==> src/rtl/cpu_types_pkg.sv <==
// cpu_types_pkg: shared CPU datapath types.
//   word_t      - 32-bit data word
//   regbits_t   - 5-bit register index
//   arb_state_t - register-file write arbiter state (NORMAL / FAVOR_MDU)
//   REG_ZERO    - hardwired-zero register index
package cpu_types_pkg;

  typedef logic [31:0] word_t;
  typedef logic [4:0]  regbits_t;

  typedef enum logic {
    NORMAL    = 1'b0,
    FAVOR_MDU = 1'b1
  } arb_state_t;

  localparam regbits_t REG_ZERO = 5'd0;

endpackage

==> src/rtl/regfile_arb_if.sv <==
// regfile_arb_if: the two register-file write request channels
// (pipeline writeback and multiply/divide unit), valid/ready each.
//   src modport : requester view (drives valid/wsel/wdat, sees ready)
//   arb modport : arbiter view (sees valid/wsel/wdat, drives ready)
interface regfile_arb_if;
  import cpu_types_pkg::*;

  logic     wb_valid;
  regbits_t wb_wsel;
  word_t    wb_wdat;
  logic     wb_ready;

  logic     mdu_valid;
  regbits_t mdu_wsel;
  word_t    mdu_wdat;
  logic     mdu_ready;

  modport src (output wb_valid, wb_wsel, wb_wdat, mdu_valid, mdu_wsel, mdu_wdat,
               input  wb_ready, mdu_ready);
  modport arb (input  wb_valid, wb_wsel, wb_wdat, mdu_valid, mdu_wsel, mdu_wdat,
               output wb_ready, mdu_ready);
endinterface

==> src/rtl/regfile_arb_age.sv <==
// regfile_arb_age: MDU starvation guard.
// Counts consecutive cycles the MDU is valid but refused; once the count
// reaches MAX_WAIT the FSM enters FAVOR_MDU for exactly one MDU transfer.
// Ports:
//   CLK, nRST  - clock, asynchronous active-low reset
//   mdu_valid  - MDU request present
//   mdu_xfer   - MDU transfer (valid && ready) this cycle
//   force_mdu  - state is FAVOR_MDU: MDU must be granted
module regfile_arb_age
  import cpu_types_pkg::*;
#(
  parameter int unsigned MAX_WAIT = 4,
  parameter int unsigned WAIT_W   = 4
) (
  input  logic CLK,
  input  logic nRST,
  input  logic mdu_valid,
  input  logic mdu_xfer,
  output logic force_mdu
);

  localparam logic [WAIT_W-1:0] LP_MAX = WAIT_W'(MAX_WAIT);

  arb_state_t        r_state;
  arb_state_t        w_state_nxt;
  logic [WAIT_W-1:0] r_wait_cnt;
  logic [WAIT_W-1:0] w_wait_nxt;
  logic [WAIT_W-1:0] w_cnt_inc;

  always_ff @(posedge CLK or negedge nRST) begin
    if (!nRST) begin
      r_state    <= NORMAL;
      r_wait_cnt <= '0;
    end else begin
      r_state    <= w_state_nxt;
      r_wait_cnt <= w_wait_nxt;
    end
  end

  always_comb begin
    w_state_nxt = r_state;
    w_wait_nxt  = r_wait_cnt;
    w_cnt_inc   = (r_wait_cnt == LP_MAX) ? r_wait_cnt : r_wait_cnt + WAIT_W'(1);
    case (r_state)
      NORMAL: begin
        if (!mdu_valid || mdu_xfer) begin
          w_wait_nxt = '0;
        end else begin
          w_wait_nxt = w_cnt_inc;
          if (w_cnt_inc == LP_MAX) w_state_nxt = FAVOR_MDU;
        end
      end
      FAVOR_MDU: begin
        // Leaves after one cycle either way: a valid MDU is always
        // accepted here, and a dropped MDU request abandons the favour.
        w_wait_nxt  = '0;
        w_state_nxt = NORMAL;
      end
      default: begin
        w_wait_nxt  = '0;
        w_state_nxt = NORMAL;
      end
    endcase
  end

  assign force_mdu = (r_state == FAVOR_MDU);

endmodule

==> src/rtl/regfile_write_arbiter.sv <==
// regfile_write_arbiter: shares the register-file write port between the
// pipeline writeback (WB, fixed priority) and the MDU, with a starvation
// override from regfile_arb_age. The rf_* outputs are registered so a
// negedge-write register file sees stable values all cycle.
// Ports:
//   CLK, nRST                    - clock, asynchronous active-low reset
//   wb_valid/wb_wsel/wb_wdat     - WB request;  wb_ready  accept
//   mdu_valid/mdu_wsel/mdu_wdat  - MDU request; mdu_ready accept
//   rf_WEN/rf_wsel/rf_wdat       - registered register-file write port
//   mdu_forced                   - MDU granted by the starvation override
//   stat_conflicts, stat_forced  - only with REGFILE_ARB_STATS_EN defined
module regfile_write_arbiter
  import cpu_types_pkg::*;
#(
  parameter int unsigned MAX_WAIT = 4,
  parameter int unsigned WAIT_W   = 4
) (
  input  logic     CLK,
  input  logic     nRST,
  input  logic     wb_valid,
  input  regbits_t wb_wsel,
  input  word_t    wb_wdat,
  output logic     wb_ready,
  input  logic     mdu_valid,
  input  regbits_t mdu_wsel,
  input  word_t    mdu_wdat,
  output logic     mdu_ready,
  output logic     rf_WEN,
  output regbits_t rf_wsel,
  output word_t    rf_wdat,
  output logic     mdu_forced
`ifdef REGFILE_ARB_STATS_EN
  ,
  output logic [31:0] stat_conflicts,
  output logic [31:0] stat_forced
`endif
);

  regfile_arb_if w_req ();

  assign w_req.wb_valid  = wb_valid;
  assign w_req.wb_wsel   = wb_wsel;
  assign w_req.wb_wdat   = wb_wdat;
  assign w_req.mdu_valid = mdu_valid;
  assign w_req.mdu_wsel  = mdu_wsel;
  assign w_req.mdu_wdat  = mdu_wdat;
  assign wb_ready        = w_req.wb_ready;
  assign mdu_ready       = w_req.mdu_ready;

  logic     w_force;
  logic     w_wb_xfer;
  logic     w_mdu_xfer;
  logic     w_xfer;
  regbits_t w_win_wsel;
  word_t    w_win_wdat;

  logic     r_wen;
  regbits_t r_wsel;
  word_t    r_wdat;

  regfile_arb_age #(
    .MAX_WAIT (MAX_WAIT),
    .WAIT_W   (WAIT_W)
  ) u_age (
    .CLK       (CLK),
    .nRST      (nRST),
    .mdu_valid (w_req.mdu_valid),
    .mdu_xfer  (w_mdu_xfer),
    .force_mdu (w_force)
  );

  // Grant mux. Readies are gated by the requester's own valid so they read
  // 0 whenever nothing is requesting.
  always_comb begin
    w_req.wb_ready  = 1'b0;
    w_req.mdu_ready = 1'b0;
    if (w_force) begin
      w_req.mdu_ready = w_req.mdu_valid;
    end else if (w_req.wb_valid) begin
      w_req.wb_ready  = 1'b1;
    end else begin
      w_req.mdu_ready = w_req.mdu_valid;
    end
  end

  assign w_wb_xfer  = w_req.wb_valid  && w_req.wb_ready;
  assign w_mdu_xfer = w_req.mdu_valid && w_req.mdu_ready;
  assign w_xfer     = w_wb_xfer || w_mdu_xfer;
  assign w_win_wsel = w_wb_xfer ? w_req.wb_wsel : w_req.mdu_wsel;
  assign w_win_wdat = w_wb_xfer ? w_req.wb_wdat : w_req.mdu_wdat;
  assign mdu_forced = w_force && w_req.mdu_valid;

  // Writes to register 0 are accepted upstream but never enabled here.
  always_ff @(posedge CLK or negedge nRST) begin
    if (!nRST) begin
      r_wen  <= 1'b0;
      r_wsel <= '0;
      r_wdat <= '0;
    end else begin
      r_wen <= w_xfer && (w_win_wsel != REG_ZERO);
      if (w_xfer) begin
        r_wsel <= w_win_wsel;
        r_wdat <= w_win_wdat;
      end
    end
  end

  assign rf_WEN  = r_wen;
  assign rf_wsel = r_wsel;
  assign rf_wdat = r_wdat;

`ifdef REGFILE_ARB_STATS_EN
  logic [31:0] r_stat_conflicts;
  logic [31:0] r_stat_forced;

  always_ff @(posedge CLK or negedge nRST) begin
    if (!nRST) begin
      r_stat_conflicts <= '0;
      r_stat_forced    <= '0;
    end else begin
      if (w_req.wb_valid && w_req.mdu_valid) r_stat_conflicts <= r_stat_conflicts + 32'd1;
      if (w_force && w_mdu_xfer)             r_stat_forced    <= r_stat_forced + 32'd1;
    end
  end

  assign stat_conflicts = r_stat_conflicts;
  assign stat_forced    = r_stat_forced;
`endif

endmodule
==> config.mk <==
export PLATFORM = sky130hd
export DESIGN_NAME = regfile_write_arbiter
export DESIGN_NICKNAME = d
export VERILOG_FILES = /design/src/rtl/cpu_types_pkg.sv /design/src/rtl/regfile_arb_if.sv /design/src/rtl/regfile_arb_age.sv /design/src/rtl/regfile_write_arbiter.sv
export SDC_FILE = /design/constraint.sdc
export NUM_CORES = 1
export LEC_CHECK = 0
export BUFFER_PORTS_ARGS = -buffer_cell sky130_fd_sc_hd__buf_2
export CORE_MARGIN = 8
export CORE_UTILIZATION = 39
export DETAILED_ROUTE_END_ITERATION = 10
export PLACE_DENSITY = 0.8
export SKIP_CTS_REPAIR_TIMING = 1
export SLEW_MARGIN = 40
export SYNTH_ARGS = -nofsm -noshare
export SYNTH_HDL_FRONTEND = slang
export SYNTH_SLANG_ARGS = --single-unit
==> constraint.sdc <==
create_clock -name CLK -period 1.27 [get_ports CLK]
set_clock_uncertainty 0.05 [all_clocks]
set_input_delay 0.254 -clock CLK [delete_from_list [all_inputs] [get_ports CLK]]
set_output_delay 0.254 -clock CLK [all_outputs]
set_load 0.01 [all_outputs]
Word-level counts from Yosys, hierarchy flattened
Cells that the tools add are included.
{"block": "word_totals", "reg_bits": 43, "latchBits": 0, "mem_bits_rw": 0, "romBits": 0, "out_inout_bits": 41, "wordCells": 29, "n_memories": 0}
{"block": "classes", "n_addsub": 1, "multipliers": 0, "n_div": 0, "order_cmp": 0, "n_eq_ne": 2, "shift": 0, "mux": 12, "bitwise": 1, "n_reduce_logical": 8}
{"operator": "2-to-1 mux 32 bit", "count": 1}
{"operator": "== test 4 x 3 -> 1 bit (second input constant)", "count": 2}
{"operator": "2-to-1 mux 4 bit", "count": 2}
{"operator": "case mux 4 bit (2 select lines)", "count": 1}
{"operator": "2-to-1 mux 1 bit", "count": 6}
{"operator": "2-to-1 mux 5 bit", "count": 1}
{"operator": "nonzero test 5 bit", "count": 1}
{"operator": "adder 4 x 1 -> 4 bit (second input constant)", "count": 1}
{"operator": "logical AND 1 bit", "count": 4}
{"operator": "logical OR 1 bit", "count": 2}
{"operator": "case mux 1 bit (2 select lines)", "count": 1}
{"operator": "logical NOT 1 bit", "count": 1}
{"operator": "NOT 1 bit", "count": 1}

Longest topological paths before layout
{"block": "logic_depth", "depth_word": 6, "mapped_depth": 5, "mapped_depth_nobuf": 5}

By module
A second synthesis with hierarchy kept.
{"block": "hier_totals", "cells_unflattened": 201, "area_unflattened_um2": 2060.7}
{"module": "regfile_write_arbiter", "n_inst": 1, "cells_per_inst": 172, "area_each_um2": 1785.5, "seq_area_each_um2": 950.9}
{"module": "regfile_arb_age", "n_inst": 1, "cells_per_inst": 29, "area_each_um2": 275.3, "seq_area_each_um2": 125.1}

Worst setup path after synthesis
OpenSTA, ideal clock, no wires.
{"block": "synth_timing", "path_type": "register -> register", "start": "register u_age.r_wait_cnt[0]", "end": "register u_age.r_state, in the netlist u_age.force_mdu", "setup_ps": 87, "t_arrival_ps": 1187, "t_required_ps": 1133, "slack_ps": -54, "path_stages_with_launch": 6, "path_buffers": 0, "synth_period_minus_slack_ps": 1324, "cell_sequence": "dfrtp_1 > inv_1 > ha_1 > nand3b_1 > o22a_1 > a211oi_2"}
{"block": "synth_via", "elab_chain_cells": 6}
{"item": "from (decl)", "line_no": "regfile_arb_age.sv:26", "rtl": "logic [WAIT_W-1:0] r_wait_cnt;"}
{"item": "from (signal assigned)", "line_no": "regfile_arb_age.sv:36", "rtl": "r_wait_cnt <= w_wait_nxt;"}
{"item": "adder 4 x 1 -> 4 bit / == test 4 x 3 -> 1 bit (equally long branches)", "line_no": "regfile_arb_age.sv:43", "rtl": "w_cnt_inc = (r_wait_cnt == LP_MAX) ? r_wait_cnt : r_wait_cnt + WAIT_W'(1);"}
{"item": "2-to-1 mux 4 bit *", "line_no": "regfile_arb_age.sv:43"}
{"item": "== test 4 x 3 -> 1 bit *", "line_no": "regfile_arb_age.sv:50", "rtl": "if (w_cnt_inc == LP_MAX) w_state_nxt = FAVOR_MDU;"}
{"item": "2-to-1 mux 1 bit *", "line_no": "regfile_arb_age.sv:50"}
{"item": "2-to-1 mux 1 bit *", "line_no": "regfile_arb_age.sv:46", "rtl": "if (!mdu_valid || mdu_xfer) begin"}
{"item": "case mux 1 bit (2 select lines) *", "line_no": "regfile_arb_age.sv:44", "rtl": "case (r_state)"}
{"item": "net u_age.w_state_nxt", "line_no": "regfile_arb_age.sv:25", "rtl": "arb_state_t w_state_nxt;"}
{"item": "to (signal assigned)", "line_no": "regfile_arb_age.sv:35", "rtl": "r_state <= w_state_nxt;"}
{"item": "to (decl)", "line_no": "regfile_arb_age.sv:24", "rtl": "arb_state_t r_state;"}
Mark *: on every way through the listed nets, which the timed path passes. The rest lies on a longest branch.
A chain may end at the register's enable or synchronous reset.

Worst setup path in the final report
{"block": "layout_timing", "start": "register u_age.r_state, in the netlist u_age.force_mdu", "end": "output port wb_ready"}
{"block": "layout_via", "elab_chain_cells": 1}
{"item": "2-to-1 mux 1 bit", "line_no": "regfile_write_arbiter.sv:77", "rtl": "if (w_force) begin"}
{"item": "to (decl)", "line_no": "regfile_write_arbiter.sv:23", "rtl": "output logic wb_ready,"}
Every way passes these cells.

==> flow_metrics.env <==
export IMPL_antenna_cells=0
export IMPL_vias=1823
export IMPL_dpl_cell_area_mm2=0.002800
export IMPL_core_area_mm2=0.005107
export IMPL_synth_edf_count=0
export IMPL_startpoint_type="flip-flop"
export IMPL_power_per_cell_area_mw_per_mm2=1106
export IMPL_layout_drive_gt1_share_pct=45.63
export IMPL_ys_seq_elements=43
export IMPL_wl_um=5641
export IMPL_yosysSeqAreaShare_pct=51.96
export IMPL_power_w=0.003278
export IMPL_area_growth_syn_to_layout_pct=43.14
export IMPL_reg2reg_to="u_age.force_mdu$_DFF_PN0_"
export IMPL_grt_total_usage_pct=14.33
export IMPL_synth_ff_type="dfrtp_1"
export IMPL_clkTransAtPathRegs_ps=80
export IMPL_synthDistinctLibCells=26
export IMPL_finalSetupTns_ps=-230.2
export IMPL_cts_buffers_inserted=5
export IMPL_p_leak_nw=1.574
export IMPL_synth_area_leaders="dfrtp_1 (52%), mux2i_1 (18%), o21ai_0 (8.9%), nand2_1 (7.1%), buf_6 (1.6%)"
export IMPL_violations="setup timing"
export IMPL_min_path_cells=3
export IMPL_die_h_um=88.87
export IMPL_r2r_start="u_age.r_wait_cnt[0]$_DFF_PN0_"
export IMPL_synthArstFlopShare_pct=100.0
export IMPL_setup_ws_ps=-126.1
export IMPL_overflow=0
export IMPL_min_from="wb_wdat[0]"
export IMPL_drc_errors=0
export IMPL_switchingPower_w=0.0008407
export IMPL_cts_num_sinks=43
export IMPL_finalCritPeriodShare_pct=109.9
export IMPL_maxCapViolCount=0
export IMPL_antenna_found_initial=0
export IMPL_ant_nets=0
export IMPL_max_freq_ghz=0.7163
export IMPL_p_int_w=0.002437
export IMPL_r2r_cells=3
export IMPL_stdcell_area_mm2=0.002964
export IMPL_netlist_area_mm2=0.002071
export IMPL_required_ps=970
export IMPL_synth_area_per_cell_um2=10.51
export IMPL_root_buffer="clkbuf_8"
export IMPL_hold_class="in2reg"
export IMPL_holdWs_ps=108.0
export IMPL_max_slew_margin_pct=79.04
export IMPL_min_to="rf_wdat[0]$_DFFE_PN0P_"
export IMPL_finalHoldViolations=0
export IMPL_grt_max_degree=44
export IMPL_dieArea_mm2=0.007897
export IMPL_status="finished, violations left"
export IMPL_yosysWarnings=0
export IMPL_vias_per_cell=4.674
export IMPL_period_minus_slack_ps=1396
export IMPL_switching_share_pct=25.65
export IMPL_avgRoutedWirePerCell_um=14.46
export IMPL_place_congestion=0.6924
export IMPL_worst_setup_path_end_kind="output port"
export IMPL_combPwrFrac_pct=19.5
export IMPL_grt_pass1_vias=1957
export IMPL_rows=26
export IMPL_hpwl_um=4311
export IMPL_crit_fanout=8
export IMPL_io_pins=119
export IMPL_yosysTopAreaCellShare_pct=51.96
export IMPL_tightest_slew_ps=314.4
export IMPL_syn_nets=277
export IMPL_tritoncts="yes"
export IMPL_initial_core_util_pct=40.54
export IMPL_critPathKind="reg2out"
export IMPL_cts_buffer_depth=2
export IMPL_critPathArrivalTime_ps=1090
export IMPL_slew_viol_final=0
export IMPL_grt_pass1_wl_um=8845
export IMPL_synth_top_area_cell="dfrtp_1"
export IMPL_insertion_delay_ps=290
export IMPL_first_pass_iters=4
export IMPL_nets=399
export IMPL_power_frac_clock_pct=33.3
export IMPL_vdd_drop_max_uv=503.3
export IMPL_setup_viol=5
export IMPL_rsz0062_at_grt="true"
export IMPL_seqPwrFrac_pct=47.2
export IMPL_r2r_setup_slack_ps=0
export IMPL_synth_cells=197
export IMPL_h_tree_depth=2
export IMPL_portBuffers=118
export IMPL_drt_iter0_drc=35
export IMPL_die_w_um=88.87
per-layer routing:
metal  wire length [um]  vias to the layer above  global-route usage, %
met5                  0                        -                      0
met4                 36                        0                  3.687
met3                486                        5                  4.643
met2               2706                       73                  23.99
met1               2412                      824                  17.16
li1                   -                      921                      -
power groups by stage:
stage          Combinational, W  Clock (W)  Sequential (W)
2_1_floorplan          0.000239          0         0.00163
3_3_place_gp           0.000624          0         0.00156
3_5_place_dp           0.000640          0         0.00157
4_1_cts                0.000639    0.00113         0.00154
5_1_grt                0.000712    0.00119         0.00156
6_report               0.000640    0.00109         0.00155
cell type report:
type | count | area (um2)
multi-input cells | 138 | 929.6
well taps | 70 | 87.58
clock buffers | 6 | 82.58
flip-flops and latches | 43 | 1077
clock inverters | 2 | 35.03
fillers | 449 | 2143
repair buffers | 129 | 744.5
inverters | 2 | 7.507
worst max-delay path, cell delays in order, from the launching register on:
cell     delay, ps
dfrtp_1        410
nor2b_4        160
buf_12         130
buf_6          100
layout by cell type (no fill, tap or decap):
cell	count
buf_6	1
nor2b_1	1
clkbuf_8	6
mux2i_1	37
xnor2_2	1
o21ai_1	7
clkinv_2	1
inv_2	2
and3_1	1
nor2_1	2
dfrtp_1	42
a211oi_2	1
buf_2	117
bufinv_16	1
and2_1	1
ha_4	1
nand4b_1	1
nand2_1	39
or4_1	2
o22a_1	1
dfrtp_2	1
mux2_4	1
dlygate4sd3_1	1
nor2b_4	2
nand2b_1	1
nand3_2	1
ha_1	1
buf_4	5
nand3b_1	2
a31oi_1	1
o21ai_0	33
o211ai_1	1
buf_12	5
logic make-up after synthesis:
| family | after synthesis | share of synthesized area, % |
|---|---|---|
| fa+ha+maj | 2 | 1.208 |
| mux | 38 | 18.61 |
| xor+xnor | 1 | 0.4230 |
| compound gates | 44 | 11.36 |
| simple gates | 53 | 11.60 |
| flops | 43 | 51.96 |
| buf+inv | 16 | 4.834 |
worst max-delay path by stage:
stage / startpoint / end / cells past startpoint / slack (ps)
floorplan: u_age.r_wait_cnt[0]$_DFF_PN0_ / u_age.force_mdu$_DFF_PN0_ / 5 / 20
global route: u_age.force_mdu$_DFF_PN0_ / wb_ready / 3 / -180
finish: u_age.force_mdu$_DFF_PN0_ / wb_ready / 3 / -130
CTS: u_age.force_mdu$_DFF_PN0_ / wb_ready / 3 / -190
global placement: u_age.r_wait_cnt[1]$_DFF_PN0_ / u_age.force_mdu$_DFF_PN0_ / 5 / 30
detailed placement: u_age.r_wait_cnt[1]$_DFF_PN0_ / u_age.force_mdu$_DFF_PN0_ / 5 / -4
synth_stat cells (2+ instances only):
cell type,instances
buf_2,5
buf_4,3
buf_6,3
clkbuf_1,3
dfrtp_1,43
ha_1,2
inv_1,2
mux2i_1,37
nand2_1,39
nand3b_1,2
nor2_1,2
nor2b_1,3
o21ai_0,37
o21ai_1,3
or4_1,2
stage by stage:
stage	setup WS [ps]	instances	util [%]
detailed placement	-3.706	379	54.83
global placement	29.60	379	54.83
CTS	-186.5	387	57.13
floorplan	24.47	197	-
finish	-126.1	390	58.04
global route	-175.7	390	58.04
flip-flops by register name, indices dropped and copies added (netlist names):
register / count
rf_wdat: 32
rf_wsel: 5
u_age.r_wait_cnt: 4
rf_WEN: 1
u_age.force_mdu: 1
Power figures use the tool's default switching activity.
